`config.mk`:
```
export PLATFORM = sky130hd
export DESIGN_NAME = dual_issue_scheduler
export DESIGN_NICKNAME = d
export VERILOG_FILES = /design/src/rtl/dual_issue_scheduler.sv
export SDC_FILE = /design/constraint.sdc
export NUM_CORES = 1
export LEC_CHECK = 0
export BUFFER_PORTS_ARGS = -buffer_cell sky130_fd_sc_hd__buf_2
export CAP_MARGIN = 25
export CORE_MARGIN = 10
export CORE_UTILIZATION = 57
export DETAILED_ROUTE_END_ITERATION = 10
export GPL_ROUTABILITY_DRIVEN = 0
export PLACE_DENSITY = 0.81
export RECOVER_POWER = 25
export SYNTH_ARGS = -nofsm -noshare
export SYNTH_HDL_FRONTEND = slang
export SYNTH_SLANG_ARGS = --single-unit
```
`constraint.sdc`:
```
create_clock -name clk -period 8.5 [get_ports clk]
set_clock_uncertainty 0.05 [all_clocks]
set_input_delay 1.7 -clock clk [delete_from_list [all_inputs] [get_ports clk]]
set_output_delay 1.7 -clock clk [all_outputs]
set_load 0.05 [all_outputs]
```
`src/rtl/dual_issue_scheduler.sv`:
```
// dual_issue_scheduler
//   In-order dual-issue scheduler sitting between the two decode lanes and
//   the execute stage. Decoded packets are buffered in a circular queue;
//   a register scoreboard tracks in-flight writes. Each cycle the two oldest
//   queued packets are offered to execute, subject to RAW/WAW hazards and the
//   pairing rules (one memory op per pair, control flow only in slot 0).
//
// Ports
//   clk, reset_n     clock (rising edge), synchronous active-low reset
//   in_valid[1:0]    decode lane mask, bit0 = older lane (2'b10 treated as 2'b00)
//   in_ctrl[1:0]     decoded packets, [0] is older
//   in_ready         at least two queue entries free (registered occupancy only)
//   flush            discard every queued packet
//   issue_valid[1:0] slot mask to execute (2'b10 never driven)
//   issue_ctrl[1:0]  queue head (slot 0) and head+1 (slot 1)
//   issue_ready      execute accepts every valid slot this cycle
//   wb_valid, wb_rd  two writeback lanes clearing scoreboard bits
//   occupancy        number of queued entries
//   perf_stall_cnt   cycles with a non-empty queue, issue_ready=1, nothing issued
//   perf_dual_cnt    cycles in which both slots fire
//
// Configuration
//   SCHED_PERF_CNT_EN  when defined, the two perf ports are saturating 32-bit
//                      counters cleared by reset only; otherwise they are tied
//                      to zero and no counter flops exist.

package sched_pkg;
  typedef struct packed {
    logic        is_valid;
    logic [31:0] pc;
    logic [4:0]  rd;
    logic [4:0]  rs1;
    logic [4:0]  rs2;
    logic        rs1_valid;
    logic        rs2_valid;
    logic        reg_write;
    logic        mem_read;
    logic        mem_write;
    logic        is_branch;
    logic        is_jump;
    logic        is_jumpr;
  } control_type;
endpackage

module dual_issue_scheduler #(
  parameter int QUEUE_DEPTH = 4,
  parameter int NUM_REGS    = 32
) (
  input  logic                           clk,
  input  logic                           reset_n,
  input  logic [1:0]                     in_valid,
  input  sched_pkg::control_type [1:0]   in_ctrl,
  output logic                           in_ready,
  input  logic                           flush,
  output logic [1:0]                     issue_valid,
  output sched_pkg::control_type [1:0]   issue_ctrl,
  input  logic                           issue_ready,
  input  logic [1:0]                     wb_valid,
  input  logic [1:0][4:0]                wb_rd,
  output logic [$clog2(QUEUE_DEPTH):0]   occupancy,
  output logic [31:0]                    perf_stall_cnt,
  output logic [31:0]                    perf_dual_cnt
);
  import sched_pkg::*;

  localparam int PTR_W = $clog2(QUEUE_DEPTH);
  localparam int OCC_W = PTR_W + 1;

  control_type          queue_mem [QUEUE_DEPTH];
  logic [PTR_W-1:0]     head_reg;
  logic [PTR_W-1:0]     tail_reg;
  logic [OCC_W-1:0]     occ_reg;
  logic [NUM_REGS-1:0]  busy_reg;
  logic [NUM_REGS-1:0]  busy_next;
  logic [NUM_REGS-1:0]  set_vec;
  logic [NUM_REGS-1:0]  clr_vec;

  control_type          slot0;
  control_type          slot1;
  logic                 slot0_ok;
  logic                 slot1_ok;
  logic                 s0_writes;
  logic                 pair_raw;
  logic                 pair_waw;
  logic [1:0]           fire;
  logic [1:0]           deq_cnt;
  logic [1:0]           enq_cnt;
  logic                 enq0;
  logic                 enq1;

  // x0 is hard-wired zero and therefore never waits on a producer.
  function automatic logic reg_busy(input logic [4:0] r, input logic [NUM_REGS-1:0] b);
    return (r != 5'd0) && b[r];
  endfunction

  function automatic logic sb_hazard(input control_type c, input logic [NUM_REGS-1:0] b);
    return (c.rs1_valid && reg_busy(c.rs1, b)) ||
           (c.rs2_valid && reg_busy(c.rs2, b)) ||
           (c.reg_write && reg_busy(c.rd, b));
  endfunction

  function automatic logic is_ctrl(input control_type c);
    return c.is_branch || c.is_jump || c.is_jumpr;
  endfunction

  function automatic logic is_mem(input control_type c);
    return c.mem_read || c.mem_write;
  endfunction

  // Only registered occupancy is used, so a same-cycle dequeue does not
  // open up space; this keeps in_ready off the issue_ready path.
  assign in_ready  = (occ_reg <= OCC_W'(QUEUE_DEPTH - 2));
  assign occupancy = occ_reg;

  // Lane 1 is only taken together with lane 0, which also drops 2'b10.
  assign enq0    = in_ready && in_valid[0] && !flush;
  assign enq1    = enq0 && in_valid[1];
  assign enq_cnt = {1'b0, enq0} + {1'b0, enq1};

  assign slot0 = queue_mem[head_reg];
  assign slot1 = queue_mem[head_reg + PTR_W'(1)];
  assign issue_ctrl[0] = slot0;
  assign issue_ctrl[1] = slot1;

  always_comb begin
    slot0_ok  = (occ_reg != '0) && !sb_hazard(slot0, busy_reg);
    s0_writes = slot0.reg_write && (slot0.rd != 5'd0);
    pair_raw  = s0_writes &&
                ((slot1.rs1_valid && (slot1.rs1 == slot0.rd)) ||
                 (slot1.rs2_valid && (slot1.rs2 == slot0.rd)));
    pair_waw  = s0_writes && slot1.reg_write && (slot1.rd == slot0.rd);
    slot1_ok  = slot0_ok && (occ_reg >= OCC_W'(2)) &&
                !sb_hazard(slot1, busy_reg) && !pair_raw && !pair_waw &&
                !(is_mem(slot0) && is_mem(slot1)) &&
                !is_ctrl(slot0) && !is_ctrl(slot1);
  end

  assign issue_valid = {slot1_ok, slot0_ok};
  assign fire        = issue_valid & {2{issue_ready}};
  assign deq_cnt     = {1'b0, fire[0]} + {1'b0, fire[1]};

  // Per-register set/clear; OR-ing the set last makes a same-cycle
  // set beat a clear of the same register.
  genvar gi;
  generate
    for (gi = 0; gi < NUM_REGS; gi++) begin : g_sb
      if (gi == 0) begin : g_x0
        assign set_vec[gi] = 1'b0;
      end else begin : g_xn
        assign set_vec[gi] = (fire[0] && slot0.reg_write && (slot0.rd == 5'(gi))) ||
                             (fire[1] && slot1.reg_write && (slot1.rd == 5'(gi)));
      end
      assign clr_vec[gi] = (wb_valid[0] && (wb_rd[0] == 5'(gi))) ||
                           (wb_valid[1] && (wb_rd[1] == 5'(gi)));
    end
  endgenerate

  assign busy_next = (busy_reg & ~clr_vec) | set_vec;

  always_ff @(posedge clk) begin
    if (!reset_n) begin
      head_reg <= '0;
      tail_reg <= '0;
      occ_reg  <= '0;
      busy_reg <= '0;
    end else begin
      // Scoreboard updates even on flush: fired slots are older than it.
      busy_reg <= busy_next;
      if (flush) begin
        head_reg <= tail_reg;
        occ_reg  <= '0;
      end else begin
        head_reg <= head_reg + PTR_W'(deq_cnt);
        tail_reg <= tail_reg + PTR_W'(enq_cnt);
        occ_reg  <= occ_reg + OCC_W'(enq_cnt) - OCC_W'(deq_cnt);
      end
    end
  end

  // Queue storage needs no reset; validity is carried by occupancy.
  always_ff @(posedge clk) begin
    if (enq0) queue_mem[tail_reg] <= in_ctrl[0];
    if (enq1) queue_mem[tail_reg + PTR_W'(1)] <= in_ctrl[1];
  end

`ifdef SCHED_PERF_CNT_EN
  logic [31:0] stall_cnt_reg;
  logic [31:0] dual_cnt_reg;
  logic        stall_cycle;

  assign stall_cycle = (occ_reg != '0) && issue_ready && (issue_valid == 2'b00);

  always_ff @(posedge clk) begin
    if (!reset_n) begin
      stall_cnt_reg <= '0;
      dual_cnt_reg  <= '0;
    end else begin
      if (stall_cycle && (stall_cnt_reg != 32'hFFFF_FFFF))
        stall_cnt_reg <= stall_cnt_reg + 32'd1;
      if ((fire == 2'b11) && (dual_cnt_reg != 32'hFFFF_FFFF))
        dual_cnt_reg <= dual_cnt_reg + 32'd1;
    end
  end

  assign perf_stall_cnt = stall_cnt_reg;
  assign perf_dual_cnt  = dual_cnt_reg;
`else
  assign perf_stall_cnt = 32'd0;
  assign perf_dual_cnt  = 32'd0;
`endif

endmodule
```
==> run_results.csv <==
group,metric,value,unit
outcome,status,"finished, violations left",
outcome,violations,"max-capacitance violations, max-slew violations",
synthesis,async_flop_share,0,%
grt,overflow,0,
critical_path,reg2reg_to,"occupancy[2]",
synthesis,synthFlopType,"edfxtp_1",
pwr,p_comb_share,21.9,%
run,maxCapViolCount,5,
pwr,swShare,30.44,%
synthesis,synth_area_leader_cell,"edfxtp_1",
critical_path,endpoint,"issue_valid[1]",
sta,tightest_slew,4.019,ns
critical_path,r2r_slack,2.88,ns
place,placement.io_buffers,247,
die,row_count,64,
synthesis,synthCells,1344,
grt,grt_max_degree,68,
synthesis,synth_edf_count,224,
die,ios,312,
critical_path,cp-end-kind,"output port",
clock_network,clk-insertion-delay-late,0.55,ns
clock_network,root_buffer,"clkbuf_16",
detailed_routing,dr.pass1.iters,5,
critical_path,reg2regPathDepth,18,
finish,nNetsFinal,1668,
worst_hold_path,min_path_cells,2,
pwr,power.static_leakage,7.008,nW
pwr,pwr-share-seq,43.2,%
worst_hold_path,hold_path_class,"flip-flop to flip-flop",
sta,drv_slew,274,
sta,post-route-period-util,73.96,%
clock_network,cts_buffers,29,
synthesis,avgSynthCellArea,13.08,sq um
critical_path,arrival,4.54,ns
clock_network,clockBufferDepth,3,
finish,syn_to_final_growth,11.72,%
synthesis,ys_top_cells_by_count,"mux2_2, edfxtp_1, mux4_2",
sta,setup_viol,0,
detailed_routing,routedWlPerCell,25.70,um
die,die_width,195.6,um
detailed_routing,drc,0,
synthesis,yosysMostFrequentCell,"mux2_2",
synthesis,synthDominantCellAreaShare,38.26,%
critical_path,path_class,"flip-flop to output port",
clock_network,cts_setup_buffers,0,
pwr,power.density,173.7,nW/um^2
die,dieArea,38270,sq um
pwr,max-vdd-ir-drop,162.7,uV
synthesis,synth_area_leaders,"edfxtp_1, mux4_2, mux2_2",
detailed_routing,wirelength,50360,um
synthesis,synth_seq_area_share,42.70,%
finish,final_cells,1960,
sta,fmax,159.1,MHz
finish,largest_register_ff_count,224,
synthesis,syn-cell-area,17580,sq um
detailed_routing,ant_nets,0,
grt,grt_pass1_vias,13300,
finish,stdcell_area,19640,sq um
clock_network,path_clk_slew,0.06,ns
sta,period_minus_slack,6.287,ns
grt,grt_antenna_before_repair,20,
finish,drive_gt1_share,42.72,%
grt,track_usage,25.34,%
clock_network,cts_tree,"done",
place,place_hpwl,34070,um
clock_network,cts_sinks,263,
pwr,p_switching,1.038,mW
sta,slew_headroom,-167.9,%
critical_path,reg2reg_from,"head_reg[0]",
sta,rsz0062_at_grt,"false",
critical_path,start_kind,"flip-flop",
place,placed_area,18700,sq um
sta,tns,0,ns
grt,grt_pass1_wl,77730,um
synthesis,synth_cell_types,68,
pwr,p_int,2.373,mW
detailed_routing,viasPerCell,6.585,
critical_path,required,6.75,ns
sta,final_hold_viol_count,0,
die,start_util,57.63,%
critical_path,cp_max_fo,56,
detailed_routing,drt-initial-drc-count,1499,
synthesis,synth-seq-cells,263,
place,place_inst,1893,
pwr,clkPwrFrac,34.9,%
synthesis,yosys_warnings,0,
clock_network,htree_levels,1,
die,core-area,30510,sq um
critical_path,crit_start,"head_reg[0]",
clock_network,cts_resized,0,
detailed_routing,num_vias,12910,
die,die_y,195.6,um
clock_network,cts_hold_buf,0,
metrics by stage:
stage	setup slack, ns	power, mW	hold WS (ns)	util (%)
2_1_floorplan	1.792	2.086	0.4075	-
3_3_place_gp	2.343	2.215	0.5038	61.15
3_5_place_dp	2.275	2.232	0.5101	61.28
4_1_cts	1.677	3.411	0.5230	64.17
5_1_grt	2.001	3.521	0.5868	64.33
6_report	2.213	3.411	0.5388	64.39
metal layers:
| metal | global-route usage, % | vias up | part of all wire (%) |
|---|---|---|---|
| met3 | 8.839 | 157 | 12 |
| met5 | 0 | - | 0.29 |
| li1 | - | 5584 | - |
| met4 | 9.219 | 20 | 3.4 |
| met2 | 41.10 | 779 | 48 |
| met1 | 30.66 | 6367 | 37 |
final cells by class:
type / count / area [sq um]
inverters: 17 / 63.81
well taps: 396 / 495.5
fillers: 2249 / 10870
diodes: 12 / 30.03
multi-input cells: 959 / 9258
clock inverters: 10 / 105.1
repair buffers: 261 / 1403
clock buffers: 42 / 774.5
flip-flops and latches: 263 / 7515
power by group through the flow:
stage | Sequential (mW) | Clock (mW) | Combinational (mW)
after global placement | 1.50 | 0 | 0.712
after detailed placement | 1.51 | 0 | 0.726
final | 1.48 | 1.19 | 0.747
after CTS | 1.48 | 1.20 | 0.730
after global routing | 1.48 | 1.25 | 0.789
after floorplan | 1.49 | 0 | 0.592
worst max-delay path, cell delays in order, from the launching register on:
cell      delay [ns]
dfxtp_4         0.47
buf_16          0.32
mux4_2          0.77
mux2_2          0.35
a22o_1          0.22
o21ai_0         0.17
nand4_1         0.13
a211oi_2        0.27
o21a_2          0.66
and3_1          0.29
buf_2           0.28
layout by cell type, fill, tap and decap left out, types with 4 or more instances in the layout:
master	netlist	layout
buf_16	0	4
and3b_1	4	4
nor2_1	69	68
nand3_1	22	22
nor3_1	17	17
nand2_1	57	55
a31oi_1	31	31
nor2b_1	16	16
diode_2	0	12
nor4_1	6	6
and2_1	5	5
o21ai_0	29	29
o41ai_1	9	9
mux2i_1	94	94
mux4_2	120	120
xnor2_1	12	12
nand4b_1	5	5
inv_1	16	16
nand4_1	9	9
edfxtp_1	224	224
buf_2	25	241
o31ai_1	5	5
xor2_1	14	14
conb_1	1	64
ha_1	5	5
a22oi_1	7	7
buf_4	70	5
a21oi_1	11	10
clkbuf_1	53	23
clkbuf_16	0	29
o311ai_0	7	7
dfxtp_1	39	37
nand2b_1	18	18
mux2_2	237	237
nand3b_1	7	7
clkinv_2	0	4
or2_2	5	5
o22ai_1	28	28
nor3b_1	5	5
cells by family (layout without fill, tap and decap cells):
group	after synthesis	after routing	synth area share, %
adders and majority gates	7	7	0.5835
and+or+nand+nor	255	255	7.337
other	1	76	0.02133
buffers and inverters	185	330	6.141
xor gates and xnor gates	26	26	1.295
muxes	451	451	35.90
DFF	263	263	42.70
AOI/OAI and AO/OA	156	156	6.027
worst min path at each step:
stage                      startpoint           to  slack (ns)
final                     busy_reg[0]  busy_reg[0]        0.54
after global routing      tail_reg[0]  head_reg[0]        0.59
after CTS                 busy_reg[0]  busy_reg[0]        0.52
after detailed placement  busy_reg[0]  busy_reg[0]        0.51
after global placement    busy_reg[0]  busy_reg[0]        0.50
after floorplan           busy_reg[0]  busy_reg[0]        0.41
(Power assumes the default switching activity.)
